<file path="src/rtl/bcd_down4.sv">
// bcd_down4: four-digit BCD down-counter with load/start/stop sequencing.
// Counts down by one on each x-qualified edge while running. It stops in DONE
// when the count reaches zero and stays there until the next load.
//
// state | meaning
// ------+------------------------------------------------------------
// IDLE  | count held; waiting for start (x ignored)
// RUN   | counting down one BCD step per clock edge with x high
// DONE  | count reached zero; only load or reset leave this state

module bcd_down4 (
    input  logic        clk,
    input  logic        reset,
    input  logic        x,
    input  logic        load,
    input  logic [15:0] load_val,
    input  logic        start,
    input  logic        stop,
    output logic [15:0] bcd_out,
    output logic        zero,
    output logic        done,
    output logic        busy
);

    typedef enum logic [1:0] {
        S_IDLE = 2'd0,
        S_RUN  = 2'd1,
        S_DONE = 2'd2
    } state_t;

    state_t      state_q;
    logic [15:0] count_q;
    logic        done_q;
    logic        busy_q;

    logic [15:0] load_sat_d;
    logic [15:0] count_dec_d;
    logic        count_is_zero;
    logic        count_is_one;

    // Clamp each incoming nibble to 9 so the count only ever holds legal BCD.
    always_comb begin
        load_sat_d = 16'h0000;
        for (int i = 0; i < 4; i++) begin
            if (load_val[4*i +: 4] > 4'd9) begin
                load_sat_d[4*i +: 4] = 4'd9;
            end else begin
                load_sat_d[4*i +: 4] = load_val[4*i +: 4];
            end
        end
    end

    // BCD decrement: a borrow ripples up through digits that are zero (they wrap to 9),
    // and the first nonzero digit it reaches is decremented.
    always_comb begin
        logic borrow;
        count_dec_d = count_q;
        borrow      = 1'b1;
        for (int i = 0; i < 4; i++) begin
            if (borrow) begin
                if (count_q[4*i +: 4] == 4'd0) begin
                    count_dec_d[4*i +: 4] = 4'd9;
                end else begin
                    count_dec_d[4*i +: 4] = count_q[4*i +: 4] - 4'd1;
                    borrow                = 1'b0;
                end
            end
        end
    end

    assign count_is_zero = (count_q == 16'h0000);
    assign count_is_one  = (count_q == 16'h0001);

    // Sequencing FSM with registered count and status outputs.
    // Edge priority is load > stop > start > x.
    always_ff @(posedge clk or negedge reset) begin
        if (!reset) begin
            state_q <= S_IDLE;
            count_q <= 16'h0000;
            done_q  <= 1'b0;
            busy_q  <= 1'b0;
        end else if (load) begin
            state_q <= S_IDLE;
            count_q <= load_sat_d;
            done_q  <= 1'b0;
            busy_q  <= 1'b0;
        end else begin
            case (state_q)
                S_IDLE: begin
                    if (start) begin
                        if (count_is_zero) begin
                            state_q <= S_DONE;
                            done_q  <= 1'b1;
                            busy_q  <= 1'b0;
                        end else begin
                            state_q <= S_RUN;
                            done_q  <= 1'b0;
                            busy_q  <= 1'b1;
                        end
                    end
                end
                S_RUN: begin
                    if (stop) begin
                        state_q <= S_IDLE;
                        busy_q  <= 1'b0;
                    end else if (x) begin
                        if (count_is_one || count_is_zero) begin
                            // The final step lands on 0000 and finishes on the same edge.
                            // A zero count here would be a stray case; finish without wrapping.
                            count_q <= 16'h0000;
                            state_q <= S_DONE;
                            done_q  <= 1'b1;
                            busy_q  <= 1'b0;
                        end else begin
                            count_q <= count_dec_d;
                        end
                    end
                end
                S_DONE: begin
                    done_q <= 1'b1;
                    busy_q <= 1'b0;
                end
                default: begin
                    state_q <= S_IDLE;
                    done_q  <= 1'b0;
                    busy_q  <= 1'b0;
                end
            endcase
        end
    end

    assign bcd_out = count_q;
    assign zero    = count_is_zero;
    assign done    = done_q;
    assign busy    = busy_q;

endmodule

</file>
<file path="config.mk">
export PLATFORM = sky130hd
export DESIGN_NAME = bcd_down4
export DESIGN_NICKNAME = d
export VERILOG_FILES = /design/src/rtl/bcd_down4.sv
export SDC_FILE = /design/constraint.sdc
export NUM_CORES = 1
export LEC_CHECK = 0
export CORE_MARGIN = 4
export CORE_UTILIZATION = 53
export CTS_CLUSTER_DIAMETER = 60
export CTS_CLUSTER_SIZE = 24
export DETAILED_ROUTE_END_ITERATION = 16
export PLACE_DENSITY_LB_ADDON = 0.1
export SKIP_CTS_REPAIR_TIMING = 1
export SLEW_MARGIN = 25
export SYNTH_ARGS = -nofsm -noshare
export SYNTH_HDL_FRONTEND = slang
export SYNTH_SLANG_ARGS = --single-unit
</file>
<file path="constraint.sdc">
create_clock -name clk -period 6 [get_ports clk]
set_input_delay 1.2 -clock clk [delete_from_list [all_inputs] [get_ports clk]]
set_output_delay 1.2 -clock clk [all_outputs]
set_load 0.01 [all_outputs]
</file>
==> results of run 1 <==
==> per-layer routing <==
metal	part of all wire, %	up-vias	wire length [um]	global-route usage [%]
li1	-	775	-	-
met1	45	774	1850	28.5
met2	49	57	2020	37.7
met3	5.1	7	210	4.32
met4	1.5	0	61	9.09
met5	0	-	0	0
==> sequential cells by signal, summed over array words and instances, names as in the netlist <==
name and count:
bcd_out 16, state_q 2, done 1, busy 1
==> worst register-to-register path: stages (launching register included) <==
cell and delay, ns:
dfrtp_1 0.41, inv_1 0.16, ha_1 0.21, nor3b_2 0.30
and3_1 0.39, a21oi_1 0.26, a21oi_1 0.40, mux2i_1 0.27
==> logic make-up (layout without fill, tap and decap cells) <==
group / count (synthesis) / after routing
compound gates: 67 / 67
simple gates: 65 / 65
buf+inv: 21 / 61
flops: 20 / 20
fa+ha+maj: 11 / 11
mux: 3 / 3
==> cell type report <==
class / count / area, um2
clock buffer: 3 / 22.5
fill: 220 / 754
clock inverter: 1 / 30.0
inverter: 16 / 60.1
sequential: 20 / 500
multi-input combinational: 146 / 996
tap: 31 / 38.8
timing repair buffer: 41 / 403
==> final timing paths <==
kind	from	to	slack, ns	cells after the start
setup / recovery	bcd_out[8]	zero	2.22	6
hold / removal	done	done	0.55	2
setup reg to reg	bcd_out[12]	bcd_out[5]	3.52	7
hold reg to reg	done	done	0.55	2
max in group asynchronous	reset	bcd_out[1]	4.86	1
min in group asynchronous	reset	state_q[0]	0.82	1
==> power groups by stage <==
| stage | logic (mW) | registers, mW | clock network [mW] |
|---|---|---|---|
| finish | 0.252 | 0.199 | 0.114 |
| global route | 0.279 | 0.204 | 0.126 |
| CTS | 0.253 | 0.198 | 0.116 |
| detailed placement | 0.250 | 0.200 | 0 |
| global placement | 0.244 | 0.197 | 0 |
| floorplan | 0.141 | 0.205 | 0 |
==> cells in the mapped netlist, types with 2 or more instances <==
library cell / instances
nor2b_1: 6
and3b_1: 2
nand3_1: 4
nor3b_1: 2
clkbuf_1: 4
o31ai_1: 5
o21a_1: 3
mux2i_1: 3
inv_1: 16
nor3_1: 5
o21ai_0: 16
nand3b_1: 2
o311ai_0: 2
nand2_1: 11
a21oi_1: 17
a31oi_1: 4
dfrtp_1: 20
and3_1: 2
o211ai_1: 2
a221o_1: 2
a211oi_1: 2
nor2_1: 15
nand2b_1: 5
ha_1: 11
nor3b_2: 2
==> metrics, run 1 <==
dpl cell area 2000 um2; CP required 4.80 ns; Post-synth EDFFs 0; crit share post-route 63.0%; initial DRC count 97; total CTS buffers 3; sw frac 36.6%; clock-pin slew on the worst setup and hold paths 0.12 ns; share of cells above drive strength 1 5.73%; Die Y 62.6 um; final slew viol count 0; Max transition margin 50.9%; pre-CTS setup slack 2.64 ns; GP Congestion 0.905; crit-path leading delay family simple AND/OR/NAND/NOR gates; Total Power 0.564 mW; CP max stage delay 0.63 ns; Final Util 73.1%; async set-reset flop share out of synthesis 100%; Post-Syn Area 1580 um2; Switching Power 0.207 mW; Routed WL 4140 um; WL/cell 16.0 um; Internal Power 0.358 mW; maxcap violations 0; Root Buffer clkbuf_4; DPL Wire Length 3120 um; CTS Sinks 20; Critical Path End Type primary output; Synth area leader dfrtp_1; sequential share of the synthesized area 31.6%; clock tree from TritonCTS done; clk_lat worst skew 0.31 ns; first-pass iteration count of the detailed router 4; Unique masters post-synth 49; final hold slack 0.545 ns; CP max FO 5; Total GRT Usage 22.6%; clock share of power 20.1%; # IOs 41; ys flop type dfrtp_1; hold crit path type reg -> reg; Final Non-Filler Cells 258; syn nets 220; final setup fails 0; largest net degree at the start of global routing 41; first-pass GRT wire length 7330 um; commonest non-fill, non-tap cell in the layout clkdlybuf4s50_1; Final WS setup 2.22 ns; Cells after DPL 254; status finished clean; post-synthesis adder-cell area fraction 8.70%; post-synthesis mux area share 1.90%; clk buf depth 2; Comb power frac 44.7%; # rows 19; most frequent cells in the layout 39 x clkdlybuf4s50_1, 20 x dfrtp_1, 17 x a21oi_1, 16 x inv_1, 16 x o21ai_0; Setup Skew 0.00200 ns; port buffer count 40; TNS Setup 0 ns; Cell Pwr Density 275 nW/um2; VDD IR max 0.000170 V; critical path class reg -> out; antenna violations before repair 0; Synth Area in Compound Gates 28.3%; Antenna Cells 0; Slowest cell on crit path clkdlybuf4s50_1; Buffers & Inverters on Critical Path 2; Mapped Avg Cell Area 8.46 um2; design area 2050 um2; # DRC 0; Critical Path Source Type register; Yosys warnings 0; post-route ant nets 0; initial core utilization 56.4%; # H-tree levels 1; Post-layout nets 261; Die Wd 62.6 um; Synth Register Bits 20; Total Die Area 3920 um2; RSZ-0062 raised after global routing no; vias in the first global route 1575; Max Freq 0.265 GHz; share of the synthesized area in the top cell type 31.6%; cell count after synthesis 187; Final Critical Period 3.78 ns; core area 2810 um2; CP Cell Sequence inv_1 > ha_1 > nor3b_2 > nand2_1 > nor3_1 > clkdlybuf4s50_1; leakage 0.848 nW; Layout area overhead 29.6%; sequential group share of total power 35.2%; Synth Area in XOR/XNOR 0%; Area contributors post-synth dfrtp_1 32%, ha_1 8.7%, a21oi_1 5.4%; simple-gate area share of the yosys netlist 24.0%; total number of vias 1613; grt ovf 0; largest family of logic cells by synthesized area compound AO/OA/AOI/OAI gates; Final Hold Violating Endpoints 0; routed vias/inst 6.25; worst slew pin tran 0.736 ns; CP arrival 2.58 ns
No activity file was read; power rests on OpenSTA's default activity.
==> run 2, diff against run 1 <==
--- a/config.mk
+++ b/config.mk
@@ -6,7 +6,7 @@
 export NUM_CORES = 1
 export LEC_CHECK = 0
 export CORE_MARGIN = 4
-export CORE_UTILIZATION = 53
+export CORE_UTILIZATION = 49
 export CTS_CLUSTER_DIAMETER = 60
 export CTS_CLUSTER_SIZE = 24
 export DETAILED_ROUTE_END_ITERATION = 16
==> constraint.sdc (replaced) <==
create_clock -name clk -period 3.7 [get_ports clk]
set_input_delay 0.74 -clock clk [delete_from_list [all_inputs] [get_ports clk]]
set_output_delay 0.74 -clock clk [all_outputs]
set_load 0.01 [all_outputs]
==> metrics, run 2 (same netlist as run 1, synthesis figures left out) <==
status finished clean; clk_lat worst skew 0.33 ns; pre-CTS setup slack 0.814 ns; Internal Power 0.583 mW; initial DRC count 90; CP max stage delay 0.61 ns; final setup fails 0; Critical Path End Type primary output; # DRC 0; design area 2070 um2; critical path class reg -> out; Switching Power 0.336 mW; Cell Pwr Density 443 nW/um2; Multi-input gate area 996 um2; total number of vias 1564; Die Wd 64.8 um; hold crit path type in -> async; Total GRT Usage 20.0%; antenna violations before repair 0; RSZ-0062 raised after global routing no; Max transition margin 55.6%; vias in the first global route 1539; Final Hold Violating Endpoints 0; GP Congestion 0.830; share of cells above drive strength 1 6.14%; Total Die Area 4200 um2; VDD IR max 0.000306 V; Routed WL 4010 um; core area 3080 um2; Max Freq 0.308 GHz; crit share post-route 87.7%; first-pass iteration count of the detailed router 4; clock-pin slew on the worst setup and hold paths 0.14 ns; TNS Setup 0 ns; largest net degree at the start of global routing 23; Comb power frac 44.5%; Slowest cell on crit path clkdlybuf4s50_1; Final WS setup 0.455 ns; clock share of power 20.5%; WL/cell 14.7 um; Root Buffer clkbuf_4; initial core utilization 51.4%; most frequent cells in the layout 39 x clkdlybuf4s50_1, 20 x dfrtp_1, 17 x a21oi_1, 16 x inv_1, 16 x o21ai_0; Fill cells 261; Largest register FFs 16; Setup Skew 0.0187 ns; leakage 0.852 nW; dpl cell area 2030 um2; CTS Sinks 20; Post-layout nets 262; port buffer count 40; clock tree from TritonCTS done; # rows 20; DPL Wire Length 3040 um; sw frac 36.6%; worst slew pin tran 0.665 ns; first-pass GRT wire length 6770 um; CP required 2.96 ns; CP arrival 2.51 ns; storage element area 500 um2; CP Cell Sequence inv_1 > ha_1 > nor3b_2 > nand2_1 > nor3_1 > clkdlybuf4s50_1; CP max FO 5; clk buf depth 2; total CTS buffers 3; Antenna Cells 0; routed vias/inst 5.75; grt ovf 0; commonest non-fill, non-tap cell in the layout clkdlybuf4s50_1; final slew viol count 0; post-route ant nets 0; Final Critical Period 3.25 ns; maxcap violations 0; sequential group share of total power 35.0%; Layout area overhead 31.1%; Critical Path Source Type register; Total Power 0.918 mW; # H-tree levels 1; Die Y 64.8 um; # IOs 41
run 2: cell types whose count changed in the layout (fill, tap and decap cells not counted):
cell / previous run / this run
buf_4: 1 / 2
run 2: worst max-delay path, delay by kind of cell (launching register included):
kind                     cells  cell delay, ns
AND/OR/NAND/NOR              3            0.83
buffers and inverters        2            0.73
flip-flops                   1            0.43
adder cells (fa/ha/maj)      1            0.20
run 2: through the flow:
step | hold slack [ns] | util [%] | cells
floorplan | 0.444 | - | 187
global route | 0.368 | 67.4 | 272
finish | 0.349 | 67.4 | 272
CTS | 0.567 | 67.6 | 272
detailed placement | 0.546 | 65.9 | 268
global placement | 0.522 | 65.9 | 268
run 2: path summary, 6_finish.rpt:
check	start	end	slack [ns]	depth (start not counted)
min in group clk	done	done	0.55	2
min	reset	state_q[0]	0.35	1
max reg2reg	bcd_out[8]	bcd_out[5]	1.27	7
max in group asynchronous	reset	bcd_out[7]	2.99	1
min reg2reg	done	done	0.55	2
max	bcd_out[8]	zero	0.45	6
run 2: cell type report:
type,count,area share [%]
Multi-Input combinational cell,146,48.0
Sequential cell,20,24.1
Timing Repair Buffer,42,19.8
Inverter,16,2.90
Tap cell,44,2.65
Clock inverter,1,1.45
Clock buffer,3,1.09
run 2: power groups by stage:
stage	combinational [mW]	sequential [mW]	clock [mW]
after floorplan	0.229	0.332	0
after global placement	0.398	0.320	0
after detailed placement	0.408	0.325	0
after CTS	0.410	0.321	0.193
after global routing	0.457	0.331	0.199
final	0.408	0.321	0.189
run 2: routing by layer:
layer / track usage, % / routed length [um] / vias up
met5: 0 / 0 / -
met4: 5.01 / 36 / 0
met2: 35.0 / 2040 / 35
met3: 4.68 / 170 / 6
met1: 24.4 / 1760 / 749
li1: - / - / 774
==> run 3, diff against run 2 <==
--- a/config.mk
+++ b/config.mk
@@ -10,6 +10,7 @@
 export CTS_CLUSTER_DIAMETER = 60
 export CTS_CLUSTER_SIZE = 24
 export DETAILED_ROUTE_END_ITERATION = 16
+export GPL_TIMING_DRIVEN = 1
 export PLACE_DENSITY_LB_ADDON = 0.1
 export SKIP_CTS_REPAIR_TIMING = 1
 export SLEW_MARGIN = 25
==> results of run 3 <==
Final layout, timing and power as in run 2 (identical DEF).
==> RTL edit: new RTL, flow settings as in run 2 <==
Encoding of `state_t`: now one-hot (3 bits for 3 states).
--- a/src/rtl/bcd_down4.sv
+++ b/src/rtl/bcd_down4.sv
@@ -22,10 +22,10 @@
     output logic        busy
 );
 
-    typedef enum logic [1:0] {
-        S_IDLE = 2'd0,
-        S_RUN  = 2'd1,
-        S_DONE = 2'd2
+    typedef enum logic [2:0] {
+        S_IDLE = 3'b001,
+        S_RUN  = 3'b010,
+        S_DONE = 3'b100
     } state_t;
 
     state_t      state_q;
Behaviour: no difference found for any inputs over 10 cycles, from zero or initial values and one cycle with reset low; not proved beyond that.
==> RTL edit against run 2 <==
- non-clock buffer count down 1
- clock skew fell by 0.011 ns
- worst setup slack better by 0.14 ns
- routed wire length grew 0.52%
- sequential cell count increased by 1
- total power up 1.8%
- area after synthesis increased by 2.6%
- largest cell class unchanged
- final area increased by 0.97%
==> RTL edit: results (changes against run 2) <==
.. list-table::
   :header-rows: 1

   * - Metric
     - Value
   * - Worst R2R End
     - bcd_out[6] (was bcd_out[5])
   * - GRT Util Overall
     - 0.2075 (was 0.1996)
   * - Status
     - finished clean (unchanged)
   * - 1st-iter DRT viols
     - 105 (was 90)
   * - Fmax achieved
     - 321.7 MHz (was 308.1 MHz)
   * - Worst Hold Margin
     - 0.3618 ns (was 0.3491 ns)
   * - Buffer cell driving the clock tree root
     - sky130_fd_sc_hd__clkbuf_4 (unchanged)
   * - Fraction of synthesis flops using an asynchronous set or reset pin
     - 1.000 (unchanged)
   * - Routability congestion estimate
     - 0.8607 (was 0.8301)
   * - Portion of the post-synthesis area used by sequential elements
     - 0.3243 (was 0.3162)
   * - Cell types with the largest area share after synthesis
     - sky130_fd_sc_hd__dfrtp_1 31%, sky130_fd_sc_hd__ha_1 6.9%, sky130_fd_sc_hd__nor2_1 4.4% (was sky130_fd_sc_hd__dfrtp_1 32%, sky130_fd_sc_hd__ha_1 8.7%, sky130_fd_sc_hd__a21oi_1 5.4%)
   * - Number of inserted filler cells in the final layout
     - 268 (was 261)
   * - Wire length of the first global-routing pass
     - 7017 um (was 6768 um)
   * - Static leakage
     - 0.8447 nW (was 0.8523 nW)
   * - Routed wire length
     - 4026 um (was 4005 um)
   * - Area after DPL
     - 2073 um^2 (was 2027 um^2)
   * - Crit Path Max Fanout
     - 7 (was 5)
   * - Vias per cell
     - 5.689 (was 5.750)
   * - Post-synth net total
     - 209 (was 220)
   * - Register-to-Register Setup Slack
     - 1.60 ns (was 1.27 ns)
   * - Post-Synthesis Mean Instance Area
     - 9.124 um^2 (was 8.464 um^2)
   * - Peak supply drop
     - 251.4 uV (was 305.5 uV)
   * - Worst rel slew slack
     - 0.6636 (was 0.5559)
   * - Reg-to-reg critical path startpoint
     - bcd_out[12] (was bcd_out[8])
   * - Most numerous cell types in the synthesized netlist
     - 20 x sky130_fd_sc_hd__dfrtp_1, 19 x sky130_fd_sc_hd__nor2_1, 13 x sky130_fd_sc_hd__nand2_1 (was 20 x sky130_fd_sc_hd__dfrtp_1, 17 x sky130_fd_sc_hd__a21oi_1, 16 x sky130_fd_sc_hd__inv_1, 16 x sky130_fd_sc_hd__o21ai_0, 15 x sky130_fd_sc_hd__nor2_1)
   * - Worst-case clock skew
     - 0.007928 ns (was 0.01873 ns)
   * - Dpl ws
     - 0.9389 ns (was 0.8142 ns)
-- RTL edit: cell types whose count changed after synthesis, sizes merged, moves of 3 or more --
cell	before	now
o31ai	5	2
nor2	15	19
nor4b	1	6
mux2	0	4
inv	16	11
a21o	1	4
clkbuf	4	1
a21oi	17	13
-- RTL edit: area by class of cell --
class,instances,area [um^2],share of cell area
inverters,11,41.29,0.01971
repair buffers,41,402.9,0.1924
multi-input cells,143,1042,0.4976
flip-flops and latches,21,526.8,0.2515
well taps,44,55.05,0.02628
clock buffers,4,26.28,0.01254
-- RTL edit: power breakdown --
part | switching [mW] | internal (mW)
logic | 0.216 | 0.244
clock network | 0.0784 | 0.0423
registers | 0.0745 | 0.280
total | 0.368 | 0.566
-- RTL edit: worst max-delay path: stages (launching register included) --
cell,delay (ns)
sky130_fd_sc_hd__dfrtp_1,0.43
sky130_fd_sc_hd__inv_1,0.14
sky130_fd_sc_hd__ha_1,0.19
sky130_fd_sc_hd__nor3b_4,0.39
sky130_fd_sc_hd__nand3_1,0.17
sky130_fd_sc_hd__nor2_1,0.17
sky130_fd_sc_hd__clkdlybuf4s50_1,0.56
-- RTL edit: per-layer routing --
layer,up-vias,track usage,share of wire
met5,-,0,0
met4,0,0.06995,0.014
met3,5,0.03590,0.048
met2,31,0.3906,0.52
met1,723,0.2328,0.42
li1,743,-,-
-- RTL edit: cell families (layout without fill, tap and decap cells) --
group | count (synthesis) | after routing | synth area share
flops | 21 | 21 | 0.3243
simple gates | 67 | 67 | 0.2481
buf+inv | 14 | 56 | 0.03390
fa+ha+maj | 9 | 9 | 0.06934
mux | 6 | 6 | 0.04237
compound gates | 61 | 61 | 0.2820
